===== config.mk =====
export PLATFORM = sky130hd
export DESIGN_NAME = mdu_seq
export DESIGN_NICKNAME = d
export VERILOG_FILES = /design/src/rtl/mdu_pkg.sv /design/src/rtl/mdu_iter.sv /design/src/rtl/mdu_seq.sv
export SDC_FILE = /design/constraint.sdc
export NUM_CORES = 1
export LEC_CHECK = 0
export ABC_AREA = 1
export CORE_MARGIN = 1
export CORE_UTILIZATION = 57
export CTS_CLUSTER_DIAMETER = 50
export DETAILED_ROUTE_END_ITERATION = 8
export PLACE_DENSITY = 0.8
export SETUP_SLACK_MARGIN = 0.15
export SYNTH_ARGS = -nofsm -noshare
export SYNTH_HDL_FRONTEND = slang
export SYNTH_SLANG_ARGS = --single-unit

===== constraint.sdc =====
create_clock -name clk -period 3.55 [get_ports clk]
set_input_delay 0.71 -clock clk [delete_from_list [all_inputs] [get_ports clk]]
set_output_delay 0.71 -clock clk [all_outputs]
set_load 0.03 [all_outputs]

===== src/rtl/mdu_pkg.sv =====
// Shared types and op-decode helpers for the RV32M multiply/divide sequencer.
package mdu_pkg;

  typedef enum logic [2:0] {
    MUL    = 3'b000,
    MULH   = 3'b001,
    MULHSU = 3'b010,
    MULHU  = 3'b011,
    DIV    = 3'b100,
    DIVU   = 3'b101,
    REM    = 3'b110,
    REMU   = 3'b111
  } mdop_t;

  typedef enum logic [1:0] {
    IDLE = 2'b00,
    CALC = 2'b01,
    FIN  = 2'b10
  } state_t;

  function automatic logic is_div(input mdop_t op);
    case (op)
      DIV, DIVU, REM, REMU: return 1'b1;
      default:              return 1'b0;
    endcase
  endfunction

  function automatic logic is_rem(input mdop_t op);
    case (op)
      REM, REMU: return 1'b1;
      default:   return 1'b0;
    endcase
  endfunction

  function automatic logic is_signed_a(input mdop_t op);
    case (op)
      MUL, MULH, MULHSU, DIV, REM: return 1'b1;
      default:                     return 1'b0;
    endcase
  endfunction

  function automatic logic is_signed_b(input mdop_t op);
    case (op)
      MUL, MULH, DIV, REM: return 1'b1;
      default:             return 1'b0;
    endcase
  endfunction

endpackage


===== src/rtl/mdu_iter.sv =====
// One radix-2 step on unsigned magnitudes: shift-add multiply or restoring divide.
module mdu_iter #(
  parameter int DATA_WIDTH = 32
) (
  input  logic [2*DATA_WIDTH-1:0] acc,
  input  logic [DATA_WIDTH-1:0]   operand,
  input  logic                    div_mode,
  output logic [2*DATA_WIDTH-1:0] acc_nxt
);

  localparam int W = DATA_WIDTH;

  logic [W:0] add_s;
  logic [W:0] trial_s;
  logic [W:0] diff_s;

  // acc is {product_hi, multiplier} for multiply and {remainder, quotient} for divide
  always_comb begin
    add_s   = {1'b0, acc[2*W-1:W]} + (acc[0] ? {1'b0, operand} : {(W+1){1'b0}});
    trial_s = acc[2*W-1:W-1];
    diff_s  = trial_s - {1'b0, operand};
    if (div_mode) begin
      if (diff_s[W] == 1'b0) begin
        acc_nxt = {diff_s[W-1:0], acc[W-2:0], 1'b1};
      end else begin
        acc_nxt = {acc[2*W-2:0], 1'b0};
      end
    end else begin
      acc_nxt = {add_s, acc[W-1:1]};
    end
  end

endmodule


===== src/rtl/mdu_seq.sv =====
// Multi-cycle RV32M multiply/divide sequencer beside the EX-stage ALU.
// Define MDU_FAST_MUL_EN to compute all MUL* ops in a single cycle.
module mdu_seq
  import mdu_pkg::*;
#(
  parameter int DATA_WIDTH = 32
) (
  input  logic                  clk,
  input  logic                  rst_n,
  input  logic                  start,
  input  logic [2:0]            mdop,
  input  logic [DATA_WIDTH-1:0] opr_a,
  input  logic [DATA_WIDTH-1:0] opr_b,
  input  logic                  flush,
  output logic                  stall,
  output logic                  done,
  output logic [DATA_WIDTH-1:0] result
);

  localparam int W     = DATA_WIDTH;
  localparam int CNT_W = $clog2(DATA_WIDTH);
  localparam logic [CNT_W-1:0] CNT_LAST = CNT_W'(DATA_WIDTH - 1);
  localparam logic [CNT_W-1:0] CNT_ONE  = {{(CNT_W-1){1'b0}}, 1'b1};
  localparam logic [W-1:0]     MIN_NEG  = {1'b1, {(W-1){1'b0}}};
  localparam logic [W-1:0]     ALL_ONES = {W{1'b1}};
  localparam logic [W-1:0]     ZERO_W   = {W{1'b0}};

  state_t           state_r;
  mdop_t            op_r;
  logic [CNT_W-1:0] cnt_r;
  logic [2*W-1:0]   acc_r;
  logic [W-1:0]     opnd_r;
  logic             neg_r;
  logic             done_r;
  logic [W-1:0]     result_r;

  mdop_t          op_s;
  logic           a_neg_s;
  logic           b_neg_s;
  logic [W-1:0]   a_mag_s;
  logic [W-1:0]   b_mag_s;
  logic           special_s;
  logic [W-1:0]   special_res_s;
  logic           neg_s;
  logic [2*W-1:0] acc_init_s;
  logic [W-1:0]   opnd_init_s;
  logic [2*W-1:0] acc_nxt_s;
  logic [2*W-1:0] prod_s;
  logic [W-1:0]   quo_s;
  logic [W-1:0]   rem_s;
  logic [W-1:0]   fin_res_s;

  assign op_s = mdop_t'(mdop);

  // Issue-time decode: magnitudes, sign of the final result, divide corner cases
  always_comb begin
    a_neg_s = is_signed_a(op_s) & opr_a[W-1];
    b_neg_s = is_signed_b(op_s) & opr_b[W-1];
    a_mag_s = a_neg_s ? -opr_a : opr_a;
    b_mag_s = b_neg_s ? -opr_b : opr_b;
    neg_s   = is_rem(op_s) ? a_neg_s : (a_neg_s ^ b_neg_s);
    special_s     = 1'b0;
    special_res_s = ZERO_W;
    if (is_div(op_s) && (opr_b == ZERO_W)) begin
      special_s     = 1'b1;
      special_res_s = is_rem(op_s) ? opr_a : ALL_ONES;
    end else if (((op_s == DIV) || (op_s == REM)) && (opr_a == MIN_NEG) && (opr_b == ALL_ONES)) begin
      special_s     = 1'b1;
      special_res_s = is_rem(op_s) ? ZERO_W : opr_a;
    end else begin
      special_s     = 1'b0;
      special_res_s = ZERO_W;
    end
    if (is_div(op_s)) begin
      acc_init_s  = {ZERO_W, a_mag_s};
      opnd_init_s = b_mag_s;
    end else begin
      acc_init_s  = {ZERO_W, b_mag_s};
      opnd_init_s = a_mag_s;
    end
  end

`ifdef MDU_FAST_MUL_EN
  logic [2*W-1:0] fast_prod_s;
  logic [W-1:0]   fast_res_s;

  // Sign-extending by the decoded sign bit makes the truncated product exact for every MUL* form
  always_comb begin
    fast_prod_s = {{W{a_neg_s}}, opr_a} * {{W{b_neg_s}}, opr_b};
    if (op_s == MUL) begin
      fast_res_s = fast_prod_s[W-1:0];
    end else begin
      fast_res_s = fast_prod_s[2*W-1:W];
    end
  end
`endif

  mdu_iter #(
    .DATA_WIDTH (DATA_WIDTH)
  ) u_iter (
    .acc      (acc_r),
    .operand  (opnd_r),
    .div_mode (is_div(op_r)),
    .acc_nxt  (acc_nxt_s)
  );

  // Sign fixup of the final step's output, captured into result_r on entry to FIN
  always_comb begin
    prod_s = neg_r ? -acc_nxt_s : acc_nxt_s;
    quo_s  = neg_r ? -acc_nxt_s[W-1:0] : acc_nxt_s[W-1:0];
    rem_s  = neg_r ? -acc_nxt_s[2*W-1:W] : acc_nxt_s[2*W-1:W];
    if (is_div(op_r)) begin
      fin_res_s = is_rem(op_r) ? rem_s : quo_s;
    end else if (op_r == MUL) begin
      fin_res_s = prod_s[W-1:0];
    end else begin
      fin_res_s = prod_s[2*W-1:W];
    end
  end

  // stall must rise in the issuing cycle, so it is decoded from state and inputs
  always_comb begin
    case (state_r)
      IDLE:    stall = start & ~flush;
      CALC:    stall = ~flush;
      default: stall = 1'b0;
    endcase
  end

  assign done   = done_r & ~flush;
  assign result = result_r;

  // Sequencer FSM; flush abandons any op in flight without producing a result
  always_ff @(posedge clk or negedge rst_n) begin
    if (!rst_n) begin
      state_r  <= IDLE;
      op_r     <= MUL;
      cnt_r    <= {CNT_W{1'b0}};
      acc_r    <= {(2*W){1'b0}};
      opnd_r   <= ZERO_W;
      neg_r    <= 1'b0;
      done_r   <= 1'b0;
      result_r <= ZERO_W;
    end else if (flush) begin
      state_r <= IDLE;
      cnt_r   <= {CNT_W{1'b0}};
      done_r  <= 1'b0;
    end else begin
      case (state_r)
        IDLE: begin
          done_r <= 1'b0;
          if (start) begin
            op_r  <= op_s;
            neg_r <= neg_s;
            cnt_r <= {CNT_W{1'b0}};
            if (special_s) begin
              state_r  <= FIN;
              done_r   <= 1'b1;
              result_r <= special_res_s;
            end
`ifdef MDU_FAST_MUL_EN
            else if (!is_div(op_s)) begin
              state_r  <= FIN;
              done_r   <= 1'b1;
              result_r <= fast_res_s;
            end
`endif
            else begin
              state_r <= CALC;
              acc_r   <= acc_init_s;
              opnd_r  <= opnd_init_s;
            end
          end
        end
        CALC: begin
          acc_r <= acc_nxt_s;
          cnt_r <= cnt_r + CNT_ONE;
          if (cnt_r == CNT_LAST) begin
            state_r  <= FIN;
            done_r   <= 1'b1;
            result_r <= fin_res_s;
          end
        end
        FIN: begin
          state_r <= IDLE;
          done_r  <= 1'b0;
        end
        default: begin
          state_r <= IDLE;
          done_r  <= 1'b0;
        end
      endcase
    end
  end

endmodule


==> results of run 1 <==
[per-layer routing]
layer	GRT overflow	global-route usage [%]
met1	0	64.2
met3	0	38.4
met5	0	10.2
met2	26	84.2
met4	20	60.1
[kinds of logic after synthesis]
kind of cell / share of synthesized area (%)
flip-flops: 19.3
adder cells (fa/ha/maj): 5.12
multiplexers: 0.0552
AO/OA/AOI/OAI: 16.7
buffers and inverters: 12.0
AND/OR/NAND/NOR: 41.2
XOR/XNOR: 5.60
[metrics by stage]
step | utilization, % | TNS [ns]
global placement | 76.9 | -31.47
floorplan | - | -3.84
CTS | 82.3 | -6.72
detailed placement | 76.9 | -44.08
[repair_timing]
action / in CTS
gates cloned: 4
endpoints found under the hold margin: 0
pin swaps: 54
setup buffers: 52
gates resized for setup: 147
setup endpoints to repair: 94
==> impl.org, run 1 <==
** Outcome
- Outcome :: stopped before the end
- Halt Stage :: global routing (5_1_grt)
- Error that ended the run :: [ERROR GRT-0116] Global routing finished with congestion. Check the congestion regions in the DRC Viewer.

** Placement
- Worst slack at placement :: -0.653 ns
- Placed cell areas :: 23800 um^2
- The HPWL after detailed placement is 66.6 mm.
- Routability-driven placement congestion ratio :: 1.24
- Post-placement cell count :: between 4000 and 5000
- I/O Buffers :: around 100

** Synth
- In the synthesized netlist, the cells that appear most often are sky130_fd_sc_hd__nand2_1, sky130_fd_sc_hd__inv_1, sky130_fd_sc_hd__nor2_1.
- Counting every instance in the synthesized netlist gives 3160.
- The netlist uses 60 different library cells.
- Post-synthesis net count :: about 3300
- Warnings, synthesis :: 0
- Of all cell types, the one taking the most synthesized area is sky130_fd_sc_hd__nand2_1.
- After synthesis the netlist holds a flip-flop and latch count of 140.
- Sequential elements use 19.3% of the synthesized area.
- Area of the mapped netlist :: between 15000 and 20000 um^2
- In this run the biggest area consumer among cell types represents between 10% and 20% of the synthesized area.
- For this run, the leading register cell type out of synthesis is sky130_fd_sc_hd__dfrtp_1.
- Number of flops mapped to enable cells by yosys :: 0
- Leading cell type by number of instances after synthesis :: sky130_fd_sc_hd__nand2_1
- In the post-synthesis netlist, the biggest area contributors are sky130_fd_sc_hd__nand2_1, sky130_fd_sc_hd__dfrtp_1, sky130_fd_sc_hd__inv_1.
- Average cell area after synthesis :: around 5.7 um^2
- For this run, asynchronously set or reset flops after synthesis account for 100%.

** Global route
- For this run, the total global-route usage over all layers was measured as around 62%.
- First-pass GRT wire length :: 157 mm
- The number of global-route vias before repair came to between 20000 and 30000.
- Congestion Overflow GR :: 46
- Entering global routing, the biggest net connects 73 pins.

** Floorplanning
- Row generation in the floorplan step produced 64 rows.
- Overall die height :: approximately 180 um
- Pin placement for this block handled 105 I/O pins.
- Once the floorplan was initialized, standard cells occupied approximately three fifths of the core.
- The die is between 150 and 200 um wide.

** CTS
- Clock Sink Count :: 140
- Number of buffers inserted by hold repair at cts :: 0
- In this run the clock root is driven by a sky130_fd_sc_hd__clkbuf_16.
- Largest buffer count on any clock path :: 2
- Counting the buffers created by CTS gives 17.
- Depth of the CTS H-tree :: 4
==> run 2, diff against run 1 <==
- CORE_UTILIZATION: 57 -> 40
- CTS_CLUSTER_DIAMETER: 50 -> default
- PLACE_DENSITY: 0.8 -> default
- PLACE_DENSITY_LB_ADDON: default -> 0.15
- SETUP_SLACK_MARGIN: 0.15 -> default
- clock period: 3.55 -> 4.6 ns (I/O delays scaled with it)
==> run 2 against run 1 <==
  * The flow now finishes without violations
  * Synthesized cell count is the same
  * Area after synthesis is the same
==> impl.org, run 2 <==
** Timing
- Hold Worst Slack :: roughly 0.45 ns
- Setup-violating endpoint count in the final report :: 0
- Count of final hold-check violations :: 0
- Headroom to the max-slew limit :: ~36%
- Max Clock Skew :: around 0.024 ns
- For this run, the top clock speed supported by timing is ~0.22 GHz.
- Final worst-path cycle share :: around 98%
- Final slew viol count :: 0
- At the pin with the least slew margin, the transition time is ~0.96 ns.
- Crit path time final :: 4.51 ns

** Worst setup path
- Origin of the critical flop-to-flop path :: acc_r[59]
- Cell type group with the largest total delay on the critical path :: simple AND/OR/NAND/NOR gates
- The most numerous cell type found on the critical path is sky130_fd_sc_hd__nand2_1.
- Worst EP required :: a little over 5 ns
- The worst setup path is captured at a register.
- STA classifies the critical path startpoint as a register.
- Data arrival time at the worst-slack endpoint :: a little under 5 ns
- For this design, the slowest cell found on the critical path is sky130_fd_sc_hd__dfrtp_2.
- For this run, the slowest stage of the critical path takes 0.47 ns.
- R2R depth :: 26
- Worst R2R End :: result[6]
- Worst setup path class :: register to register
- Crit path buf inv count :: 4
- CP Max Fanout :: 5
- Reg-to-reg setup timing slack :: 0.09 ns

** Synth
- sky130_fd_sc_hd__nand2_1 takes more of the synthesized area than any other cell.
- In this run, synthesis inferred 0 flip-flops with an integrated enable.
- Biggest area contributors in the synthesized netlist :: sky130_fd_sc_hd__nand2_1, sky130_fd_sc_hd__dfrtp_1, sky130_fd_sc_hd__inv_1
- When the netlist entered floorplanning its net count stood at between 3000 and 4000.
- During synthesis, Yosys emitted a total of 0 warnings.
- Share of synthesized area occupied by flip-flops and latches :: 19.3%
- Area of the mapped netlist :: roughly 18000 um^2
- Number of distinct library cells after synthesis :: 60
- Cell types with the highest counts after synthesis :: sky130_fd_sc_hd__nand2_1, sky130_fd_sc_hd__inv_1, sky130_fd_sc_hd__nor2_1
- In this run the biggest area consumer among cell types represents 20.0% of the synthesized area.
- Leading register cell type out of synthesis :: sky130_fd_sc_hd__dfrtp_1
- Leading cell type by number of instances after synthesis :: sky130_fd_sc_hd__nand2_1
- A synthesized cell averages about 5.7 um^2.
- Gate Count Post-Synth :: approximately 3200
- Fraction of registers with async set/reset :: between 90% and 100%
- Synthesis inferred 140 register bits.

** Placement
- I/O Buffers :: between 100 and 150
- Placed cell areas :: 20300 um^2
- Once detailed placement completed, the half-perimeter wirelength came to 72.2 mm.
- Routability-driven placement congestion ratio :: around 1

** Global route
- First-pass GRT wire length :: 129 mm
- Number of antenna violations at the first check in global routing :: 1
- Total track usage :: a little under two fifths
- Global routing finished with a remaining overflow of 0.
- The number of global-route vias before repair was 20700.
- Entering global routing, the biggest net connects 89 pins.

** Cells and area
- Most frequent cells in the layout :: sky130_fd_sc_hd__nand2_1, sky130_fd_sc_hd__inv_1, sky130_fd_sc_hd__nor2_1
- Relative to the synthesized area, the layout overhead comes to 16.2%.
- In the final design database the tool counted approximately 3400 nets.
- The register with the most flip-flops in the layout has 64 of them.
- Counting the fill cells in the layout gives about 4800.
- Cells with a size suffix above 1 make up 9.46% of the layout.
- Register bank with the most flops :: acc_r
- Design Area, Final :: ~21000 um^2
- Commonest non-fill, non-tap cell in the layout :: sky130_fd_sc_hd__nand2_1

** Floorplanning
- After floorplanning, the core was sized to cover between 40000 and 50000 um^2.
- Overall die height :: 215 um
- Horizontal die dimension :: about 210 um
- The die covers approximately 46000 um^2.
- Row count :: 77
- The initial utilization of the core area, before any placement, comes to roughly 40%.
- Number of placed I/O pins :: around 110

** Detailed routing
- Router iterations before antenna repair :: 6
- The routed layout has ~22000 vias.
- The detailed router finished its first iteration with 2427 violations.
- Dividing the detail-routed via count by the number of cells gives 5.67.
- Count of unresolved DRC violations after routing :: 0
- The routed design has ~88 mm of wire.
- In the final routed layout, each cell accounts on average for around 23 um.
- Post-route ant nets :: 0

** CTS
- The tree is rooted in a sky130_fd_sc_hd__clkbuf_16.
- Worst-skew pair later-pin latency :: approximately 0.5 ns
- CTS tree :: done
- CTS saw 140 sinks.
- Number of buffers inserted by hold repair at cts :: 0
- In this run the deepest clock path goes through 2 buffers.
- After clock tree synthesis, the clock-pin slew on the worst setup and hold paths is approximately 0.090 ns.
- Clock buffer count from CTS :: 17
- The H-tree generated during clock tree synthesis spans 4 levels.

** Power and ir drop
- Logic pwr share :: around 77%
- Net switching fraction of the power :: 61.5%
- Total power for the finished layout comes to 16200 uW.
- Areal power density over the cells :: roughly 770 nW/um^2
- The share of total power dissipated in the clock network is 9.3%.
- In this run the static leakage power is 0.0108 uW.
- Sequential share of power :: 13.5%
- NetSw :: roughly 10000 uW
- The internal power of the cells totals about 6200 uW.
- Across the VDD grid, the largest voltage drop is between 0.4 and 0.5 mV.

** Outcome
- The run finished with clean final reports.

** Run
- Max_cap viols :: 0

** Hold path
- Path category of the worst min-delay check :: input pin to async pin
-- run 2: cell counts after synthesis --
No cell type changed its count.
-- run 2: stage by stage --
step           std cells  setup TNS [ns]  util [%]  setup WS, ns
6_report            3892               0      47.4        0.0932
5_1_grt             3891          -0.256      47.4        -0.140
4_1_cts             3886               0      47.0         0.197
3_5_place_dp        3854               0      45.6         0.176
3_3_place_gp        3854               0      45.6         0.225
2_1_floorplan       3160               0         -         0.694
-- run 2: what timing repair did --
action,CTS,global route
gates resized for setup,0,44
setup endpoints to repair,0,20
buffers inserted,0,5
-- run 2: cell type report --
| type | instances | area, um^2 | share of cell area (%) |
|---|---|---|---|
| Multi-Input combinational cell | 2459 | 12600 | 60.0 |
| Sequential cell | 140 | 3510 | 16.7 |
| Timing Repair Buffer | 212 | 1870 | 8.85 |
| Inverter | 456 | 1710 | 8.14 |
| Tap cell | 592 | 741 | 3.52 |
| Clock buffer | 17 | 425 | 2.02 |
| Clock inverter | 15 | 171 | 0.814 |
| Antenna cell | 1 | 2.50 | 0.0119 |
-- run 2: power by group through the flow --
stage | logic [uW] | clock network (uW) | registers, uW
6_report | 12500 | 1500 | 2190
3_5_place_dp | 11900 | 0 | 2190
2_1_floorplan | 7450 | 0 | 2260
3_3_place_gp | 11900 | 0 | 2180
4_1_cts | 12000 | 1510 | 2170
5_1_grt | 13500 | 1560 | 2230
-- run 2: how the worst max path moves through the flow --
stage,start,to,slack [ns],depth (start not counted)
2_1_floorplan,acc_r[31],result[20],0.69,29
3_3_place_gp,opr_a[1],result[19],0.23,16
3_5_place_dp,opr_b[0],result[19],0.18,18
4_1_cts,acc_r[31],result[18],0.20,33
5_1_grt,acc_r[43],result[6],-0.14,27
6_report,acc_r[59],result[6],0.09,26
-- run 2: per-layer routing --
metal  global-route usage (%)  wire length [um]  vias to the layer above
li1                         -                 -                    10400
met1                     45.9             34900                    10200
met2                     60.5             39300                     1117
met3                     7.13              7080                      260
met4                     25.9              6700                        0
met5                        0                 0                        -
-- run 2: kinds of logic after synthesis --
logic type,synth area share (%)
simple gates,41.2
flops,19.3
buf+inv,12.0
fa+ha+maj,5.12
mux,0.0552
xor+xnor,5.60
compound gates,16.7
-- run 2: worst reg2reg max path: cells and delay by family, from the launching register on --
kind / cells / cell delay [ns]
adders and majority gates: 2 / 0.58
and+or+nand+nor: 15 / 1.97
buffers and inverters: 4 / 0.46
DFF: 1 / 0.47
AOI/OAI and AO/OA: 5 / 0.96
(Power assumes the default switching activity.)
